===== src/rtl/fetch_stage.sv =====
// Instruction fetch: program-load port, PC sequencing, and the IF/ID register.
// Latency: one cycle from PC to IF/ID; the first fetch comes two edges after the load strobe drops.
// Backpressure: stall freezes PC and IF/ID; a branch overrides stall and inserts a bubble.
module fetch_stage #(
    parameter logic [31:0] RESET_PC   = 32'd32,
    parameter int          IMEM_DEPTH = 64,
    parameter int          IDX_W      = 6
) (
    input  logic        clk,
    input  logic        reset,
    input  logic        write_enable_fm,
    input  logic [31:0] write_addr_fm,
    input  logic [15:0] write_data_fm,
    input  logic        stall,
    input  logic        branch_taken,
    input  logic [31:0] branch_target,
    output logic [15:0] instruction,
    output logic [31:0] pc_out,
    output logic        valid,
    output logic        state_out
);

    typedef enum logic {
        LOAD = 1'b0,
        RUN  = 1'b1
    } state_t;

    typedef struct packed {
        logic [15:0] instr;
        logic [31:0] pc;
        logic        valid;
    } ifid_t;

    state_t      state_q, state_d;
    logic [31:0] pc_q, pc_d;
    ifid_t       ifid_q, ifid_d;
    logic [15:0] fetch_dat;

    logic [15:0] mem [IMEM_DEPTH];

    // Memory is deliberately outside the reset domain so a program survives a reset.
    always_ff @(posedge clk) begin
        if (write_enable_fm) begin
            mem[write_addr_fm[IDX_W-1:0]] <= write_data_fm;
        end
    end

    assign fetch_dat = mem[pc_q[IDX_W-1:0]];

    always_comb begin
        state_d = state_q;
        pc_d    = pc_q;
        ifid_d  = ifid_q;
        case (state_q)
            LOAD: begin
                pc_d         = RESET_PC;
                ifid_d.instr = 16'h0000;
                ifid_d.valid = 1'b0;
                if (!write_enable_fm) begin
                    state_d = RUN;
                end
            end
            RUN: begin
                if (write_enable_fm) begin
                    state_d      = LOAD;
                    pc_d         = RESET_PC;
                    ifid_d.instr = 16'h0000;
                    ifid_d.valid = 1'b0;
                end else if (branch_taken) begin
                    // Bubble keeps the previous pc_out; only instr/valid are cleared.
                    pc_d         = branch_target;
                    ifid_d.instr = 16'h0000;
                    ifid_d.valid = 1'b0;
                end else if (!stall) begin
                    ifid_d.instr = fetch_dat;
                    ifid_d.pc    = pc_q;
                    ifid_d.valid = 1'b1;
                    pc_d         = pc_q + 32'd1;
                end
            end
            default: begin
                state_d = LOAD;
            end
        endcase
    end

    always_ff @(posedge clk) begin
        if (reset) begin
            state_q <= LOAD;
            pc_q    <= RESET_PC;
            ifid_q  <= '0;
        end else begin
            state_q <= state_d;
            pc_q    <= pc_d;
            ifid_q  <= ifid_d;
        end
    end

    assign instruction = ifid_q.instr;
    assign pc_out      = ifid_q.pc;
    assign valid       = ifid_q.valid;
    assign state_out   = state_q;

endmodule


===== config.mk =====
export PLATFORM = sky130hd
export DESIGN_NAME = fetch_stage
export DESIGN_NICKNAME = d
export VERILOG_FILES = /design/src/rtl/fetch_stage.sv
export SDC_FILE = /design/constraint.sdc
export NUM_CORES = 1
export LEC_CHECK = 0
export ABC_CLOCK_PERIOD_IN_PS = 3480
export BUFFER_PORTS_ARGS = -buffer_cell sky130_fd_sc_hd__buf_2
export CELL_PAD_IN_SITES_DETAIL_PLACEMENT = 1
export CELL_PAD_IN_SITES_GLOBAL_PLACEMENT = 1
export CORE_MARGIN = 2
export CORE_UTILIZATION = 35
export CTS_CLUSTER_DIAMETER = 40
export DETAILED_ROUTE_END_ITERATION = 8
export PLACE_DENSITY_LB_ADDON = 0.1
export SETUP_SLACK_MARGIN = 0.5
export SLEW_MARGIN = 20
export SYNTH_ARGS = -nofsm -noshare
export SYNTH_HDL_FRONTEND = slang
export SYNTH_SLANG_ARGS = --single-unit

===== constraint.sdc =====
create_clock -name clk -period 3.48 [get_ports clk]
set_input_delay 0.522 -clock clk [delete_from_list [all_inputs] [get_ports clk]]
set_output_delay 0.522 -clock clk [all_outputs]
set_load 0.05 [all_outputs]

==> reports/results.txt, run 1 <==
outcome -> finished clean
RSZ-0062 raised after global routing -> no
DP HPWL -> 74200 um
EDFF count, synth -> 1024
Hold Crit Start -> branch_target[2]
CP required -> 4.12 ns
hold path depth -> 3
Placement Setup Slack -> 0.496 ns
FMAX -> 371 MHz
kind of critical path -> flip-flop to flip-flop
initial antenna violation count -> 6
initial DRC count -> 1888
area of the core -> 122000 sq um
crit-path most repeated cell -> buf_12
ratio of cells with drive above 1 in the final layout -> 31.6%
Worst-Margin Slew -> 1.11 ns
CP bufs+invs -> 3
clock buffer depth -> 3
Die Area -> 126000 sq um
non-filler instance count after layout -> 4241
fin crit share -> 77.4%
worst-path fanout max -> 41
Filler cells -> 11500
largest net degree at the start of global routing -> 65
R2R setup slack -> 0.79 ns
dpl cells -> 3913
Critical Path AT -> 3.34 ns
Die H -> 355 um
Clock Skew -> 0.0207 ns
number of buffers created by CTS -> 168
via count -> 22300
type of origin of the critical path -> flip-flop
post-cts resize count -> 0
Worst Reg-to-Reg Cells -> 7
GRT overflow -> 0
1st-pass router iterations -> 5
Cell variety after synth -> 62
Via density -> 5.27
WL final -> 120000 um
cell taking the most area after synthesis -> edfxtp_1
Top FF cell, synth -> edfxtp_1
htree depth -> 4
Initial Utilization -> 35.4%
vias in the first global route -> 24000
Yosys warning total -> 0
CP top delay family -> buffers and inverters
worst setup margin -> 0.786 ns
Routability Congestion -> 0.806
top cells by area, synth -> edfxtp_1 71%, mux4_2 14%, dfxtp_1 4.1%
async set-reset flop share out of synthesis -> 0%
post-synth top area share -> 71.2%
average size of a mapped cell -> 20.0 sq um
CP Capture Type -> flip-flop
commonest non-fill, non-tap cell in the layout -> edfxtp_1
Slew HR -> 26.2%
Slew Viols, Final -> 0
number of max-cap violations -> 0
syn nets -> 2247
DRC -> 0
P_leak -> 16.5 nW
final setup TNS -> 0 ns
Total Nets Final -> 2555
total power -> 0.0321 W
Final min period -> 2.69 ns
Max VDD drop -> 0.485 mV
Synth Cell Area -> 43200 sq um
FF+latch count, synth -> 1112
r2r endpoint -> instruction[5]
IO Pins -> 135
CTS tree -> built
Core Util, Final -> 42.8%
# port buffers -> 108
crit path cell chain -> buf_12 -> buf_12 -> buf_12 -> mux4_1 -> o22ai_1 -> or4_1 -> nand3_1
first-pass GRT wire length -> 175000 um
CTS root buf -> clkbuf_16
CP max stage delay -> 0.60 ns
leading cell types in the layout, fill and taps excluded -> 1024 x edfxtp_1, 266 x mux4_2, 172 x clkbuf_16
Synth Instances -> 2161
Clock Latency Late Sink -> 0.76 ns
Final setup viols -> 0
slowest CP cell -> mux4_1
Routed Antenna Nets -> 0
row cnt -> 128
power per cell area -> 615 nW/um^2
Fin. Hold Viols -> 0
clk sinks -> 1112
post-DR wirelength/cell -> 28.4 um
Layout area overhead -> 21.0%
gr usage total -> 19.4%
sequential fraction of the synthesis area -> 75.3%
hold crit path type -> input pin to flip-flop
DIE WIDTH -> 355 um
Reg clk slew, reported paths -> 0.05 ns
[power breakdown]
group	total [W]	switching, W	internal, W
clock	0.0167	0.00636	0.0104
sequential	0.0147	0.0000293	0.0147
combinational	0.000709	0.000503	0.000206
total	0.0321	0.00689	0.0252
[tightest hold or removal path: cells and delay by family]
family / cells / cell delay [ns]
and+or+nand+nor: 1 / 0.11
buffers and inverters: 1 / 0.08
AOI/OAI and AO/OA: 1 / 0.05
[cell usage after synthesis (all sizes together) (3+ instances only)]
library cell,number
nand2,143
nand4,11
clkbuf,49
a211o,4
o41ai,3
xnor2,6
mux4,272
nand4b,3
a211oi,4
o31ai,4
a2bb2oi,8
and3,13
nor2,93
o211ai,20
inv,4
xor2,5
nor3,12
nand2b,10
and2,13
nand3,34
a21o,5
and4,6
mux2i,58
nor2b,10
a22o,3
a22oi,42
a221oi,5
edfxtp,1024
a21oi,65
nor4,11
o21ai,19
buf,75
mux2,4
o22ai,4
dfxtp,88
[per-layer routing]
layer / GRT usage (%) / up-vias / share of wire [%]
met3: 4.56 / 164 / 6.0
met5: 0 / - / 0
met2: 30.7 / 567 / 47
met1: 26.7 / 12000 / 45
li1: - / 9604 / -
met4: 5.50 / 0 / 2.1
[registers in the layout (all words and copies together), names as in the netlist, named ones only]
| signal | flops |
|---|---|
| instruction | 16 |
| mem | 1024 |
| pc_out | 32 |
| pc_q | 32 |
| state_out | 1 |
| valid | 1 |
[area by class of cell]
type                            instances  area (sq um)  area share (%)
Antenna cell                            2          5.00         0.00958
Sequential cell                      1112         32500            62.3
Timing Repair Buffer                  262          1990            3.81
Clock buffer                          197          4400            8.42
Clock inverter                        118          1240            2.38
Multi-Input combinational cell        920         10000            19.2
Tap cell                             1625          2030            3.89
Inverter                                5          18.8          0.0359
[cells by family (layout without fill, tap and decap cells)]
logic type,Yosys count,after routing,share of synthesized area [%]
AO/OA/AOI/OAI,204,204,3.16
XOR/XNOR,11,11,0.223
adder cells (fa/ha/maj),1,1,0.0290
buffers and inverters,129,582,1.63
flip-flops,1112,1112,75.3
multiplexers,334,334,15.7
other,0,2,0
AND/OR/NAND/NOR,370,370,3.97
[worst max path at each step]
stage                      from         endpoint  slack, ns  cells past startpoint
2_1_floorplan  write_addr_fm[4]       mem[48][0]       0.92                      4
3_5_place_dp          flip-flop  instruction[13]       0.50                      7
5_1_grt               flip-flop   instruction[6]       0.67                      8
4_1_cts               flip-flop  instruction[12]       0.79                      8
3_3_place_gp          flip-flop  instruction[13]       0.46                      7
6_report              flip-flop   instruction[5]       0.79                      7
[metrics by stage]
stage	instance area, sq um	hold WS, ns
after CTS	52200	0.00359
after global placement	46400	0.440
after detailed placement	46400	0.446
after floorplan	43200	0.445
after global routing	52200	0.0334
final	52200	0.0608
[what timing repair did]
action,4_1_cts,5_1_grt
hold buffers,6,0
setup buffers,5,0
endpoints found under the hold margin,6,0
endpoints found under the setup margin,1,0
No activity file was read; power rests on OpenSTA's default activity.
==> run 2, diff against run 1 <==
ABC_CLOCK_PERIOD_IN_PS = 2600   (was 3480)
clock period = 2.6 ns   (was 3.48 ns; I/O delays follow)
==> reports/results.txt, run 2 (synthesis gave the netlist of run 1 again) <==
outcome -> finished clean
WL final -> 124000 um
worst-path fanout max -> 7
gr usage total -> 19.7%
r2r endpoint -> instruction[0]
via count -> 23000
Routability Congestion -> 0.820
Clock Latency Late Sink -> 0.78 ns
DRC -> 0
CTS root buf -> clkbuf_16
Reg clk slew, reported paths -> 0.05 ns
clk sinks -> 1112
CTS tree -> built
Worst-Margin Slew -> 1.02 ns
R2R setup slack -> 0.13 ns
RSZ-0062 raised after global routing -> yes
Slew HR -> 32.2%
Placed Instance Area -> 48100 sq um
power per cell area -> 774 nW/um^2
Initial Utilization -> 35.4%
hold path depth -> 1
first-pass GRT wire length -> 177000 um
largest net degree at the start of global routing -> 65
kind of critical path -> flip-flop to flip-flop
post-DR wirelength/cell -> 28.4 um
Core Util, Final -> 45.0%
final setup TNS -> 0 ns
Max VDD drop -> 0.592 mV
Slew Viols, Final -> 0
CP required -> 3.24 ns
Via density -> 5.26
worst setup margin -> 0.129 ns
initial DRC count -> 1811
ratio of cells with drive above 1 in the final layout -> 37.5%
commonest non-fill, non-tap cell in the layout -> edfxtp_1
Placement Setup Slack -> 0.0149 ns
Hold Crit Start -> write_data_fm[11]
total power -> 0.0425 W
FMAX -> 405 MHz
number of buffers created by CTS -> 155
Worst Reg-to-Reg Cells -> 9
DIE WIDTH -> 355 um
initial antenna violation count -> 8
Design Area, Final -> 54900 sq um
number of max-cap violations -> 0
leading cell types in the layout, fill and taps excluded -> 1024 x edfxtp_1, 268 x mux4_2, 172 x buf_4
vias in the first global route -> 24600
type of origin of the critical path -> flip-flop
Hold Path Sink -> mem[5][11]
1st-pass router iterations -> 5
Fin. Hold Viols -> 0
CP Capture Type -> flip-flop
Die Area -> 126000 sq um
P_leak -> 17.6 nW
Routed Antenna Nets -> 0
area of the core -> 122000 sq um
# port buffers -> 108
row cnt -> 128
Final min period -> 2.47 ns
htree depth -> 4
Die H -> 355 um
clock buffer depth -> 3
Critical Path AT -> 3.12 ns
Layout area overhead -> 27.2%
number of flip-flops under the largest register name -> 1024
Total Nets Final -> 2709
DP HPWL -> 78200 um
IO Pins -> 135
Clock Skew -> 0.0261 ns
Final setup viols -> 0
fin crit share -> 95.0%
hold crit path type -> input pin to flip-flop
GRT overflow -> 0
-- run 2: layer usage --
| metal | track usage [%] | up-vias | wire [um] |
|---|---|---|---|
| li1 | - | 9896 | - |
| met1 | 27.6 | 12300 | 55600 |
| met2 | 31.4 | 618 | 59100 |
| met3 | 3.84 | 197 | 6610 |
| met4 | 5.93 | 0 | 3070 |
| met5 | 0 | - | 0 |
-- run 2: worst max-delay path by stage --
| stage | startpoint | endpoint | slack (ns) | cells after the start |
|---|---|---|---|---|
| 2_1_floorplan | write_addr_fm[4] | mem[16][0] | 0.30 | 4 |
| 3_3_place_gp | flip-flop | instruction[0] | -0.02 | 8 |
| 3_5_place_dp | flip-flop | instruction[3] | 0.01 | 6 |
| 4_1_cts | flip-flop | instruction[8] | 0.14 | 7 |
| 5_1_grt | flip-flop | instruction[15] | 0.08 | 9 |
| 6_report | flip-flop | instruction[0] | 0.13 | 9 |
-- run 2: stage by stage --
| stage | hold slack (ns) | cells |
|---|---|---|
| 2_1_floorplan | 0.445 | 2161 |
| 3_3_place_gp | 0.442 | 4002 |
| 3_5_place_dp | 0.442 | 4002 |
| 4_1_cts | 0.00585 | 4332 |
| 5_1_grt | 0.0354 | 4376 |
| 6_report | 0.0635 | 4378 |
-- run 2: repair_timing --
item	4_1_cts	5_1_grt
setup endpoints to repair	17	23
hold endpoints to repair	30	0
gates resized for setup	36	64
pin swaps	10	32
setup buffers	21	37
hold buffers	22	0
cloned	2	7
-- run 2: report_power, final --
group	internal, W	switching (W)
combinational	0.000385	0.000727
sequential	0.0196	0.0000389
clock	0.0135	0.00815
-- run 2: final cells by class --
| cell class | instances | area [sq um] |
|---|---|---|
| diodes | 2 | 5.00 |
| clock buffers | 169 | 3960 |
| clock inverters | 116 | 1390 |
| fillers | 11400 | 67100 |
| inverters | 5 | 18.8 |
| multi-input cells | 920 | 10400 |
| flip-flops and latches | 1112 | 32500 |
| well taps | 1625 | 2030 |
| repair buffers | 429 | 4610 |
-- run 2: critical path, cell delays in order, from the launching register on --
cell	delay, ns
dfxtp_4	0.39
buf_12	0.13
buf_12	0.14
buf_4	0.12
mux4_2	0.51
mux2_2	0.29
a221oi_2	0.29
buf_4	0.15
nor4_1	0.04
a211o_1	0.26
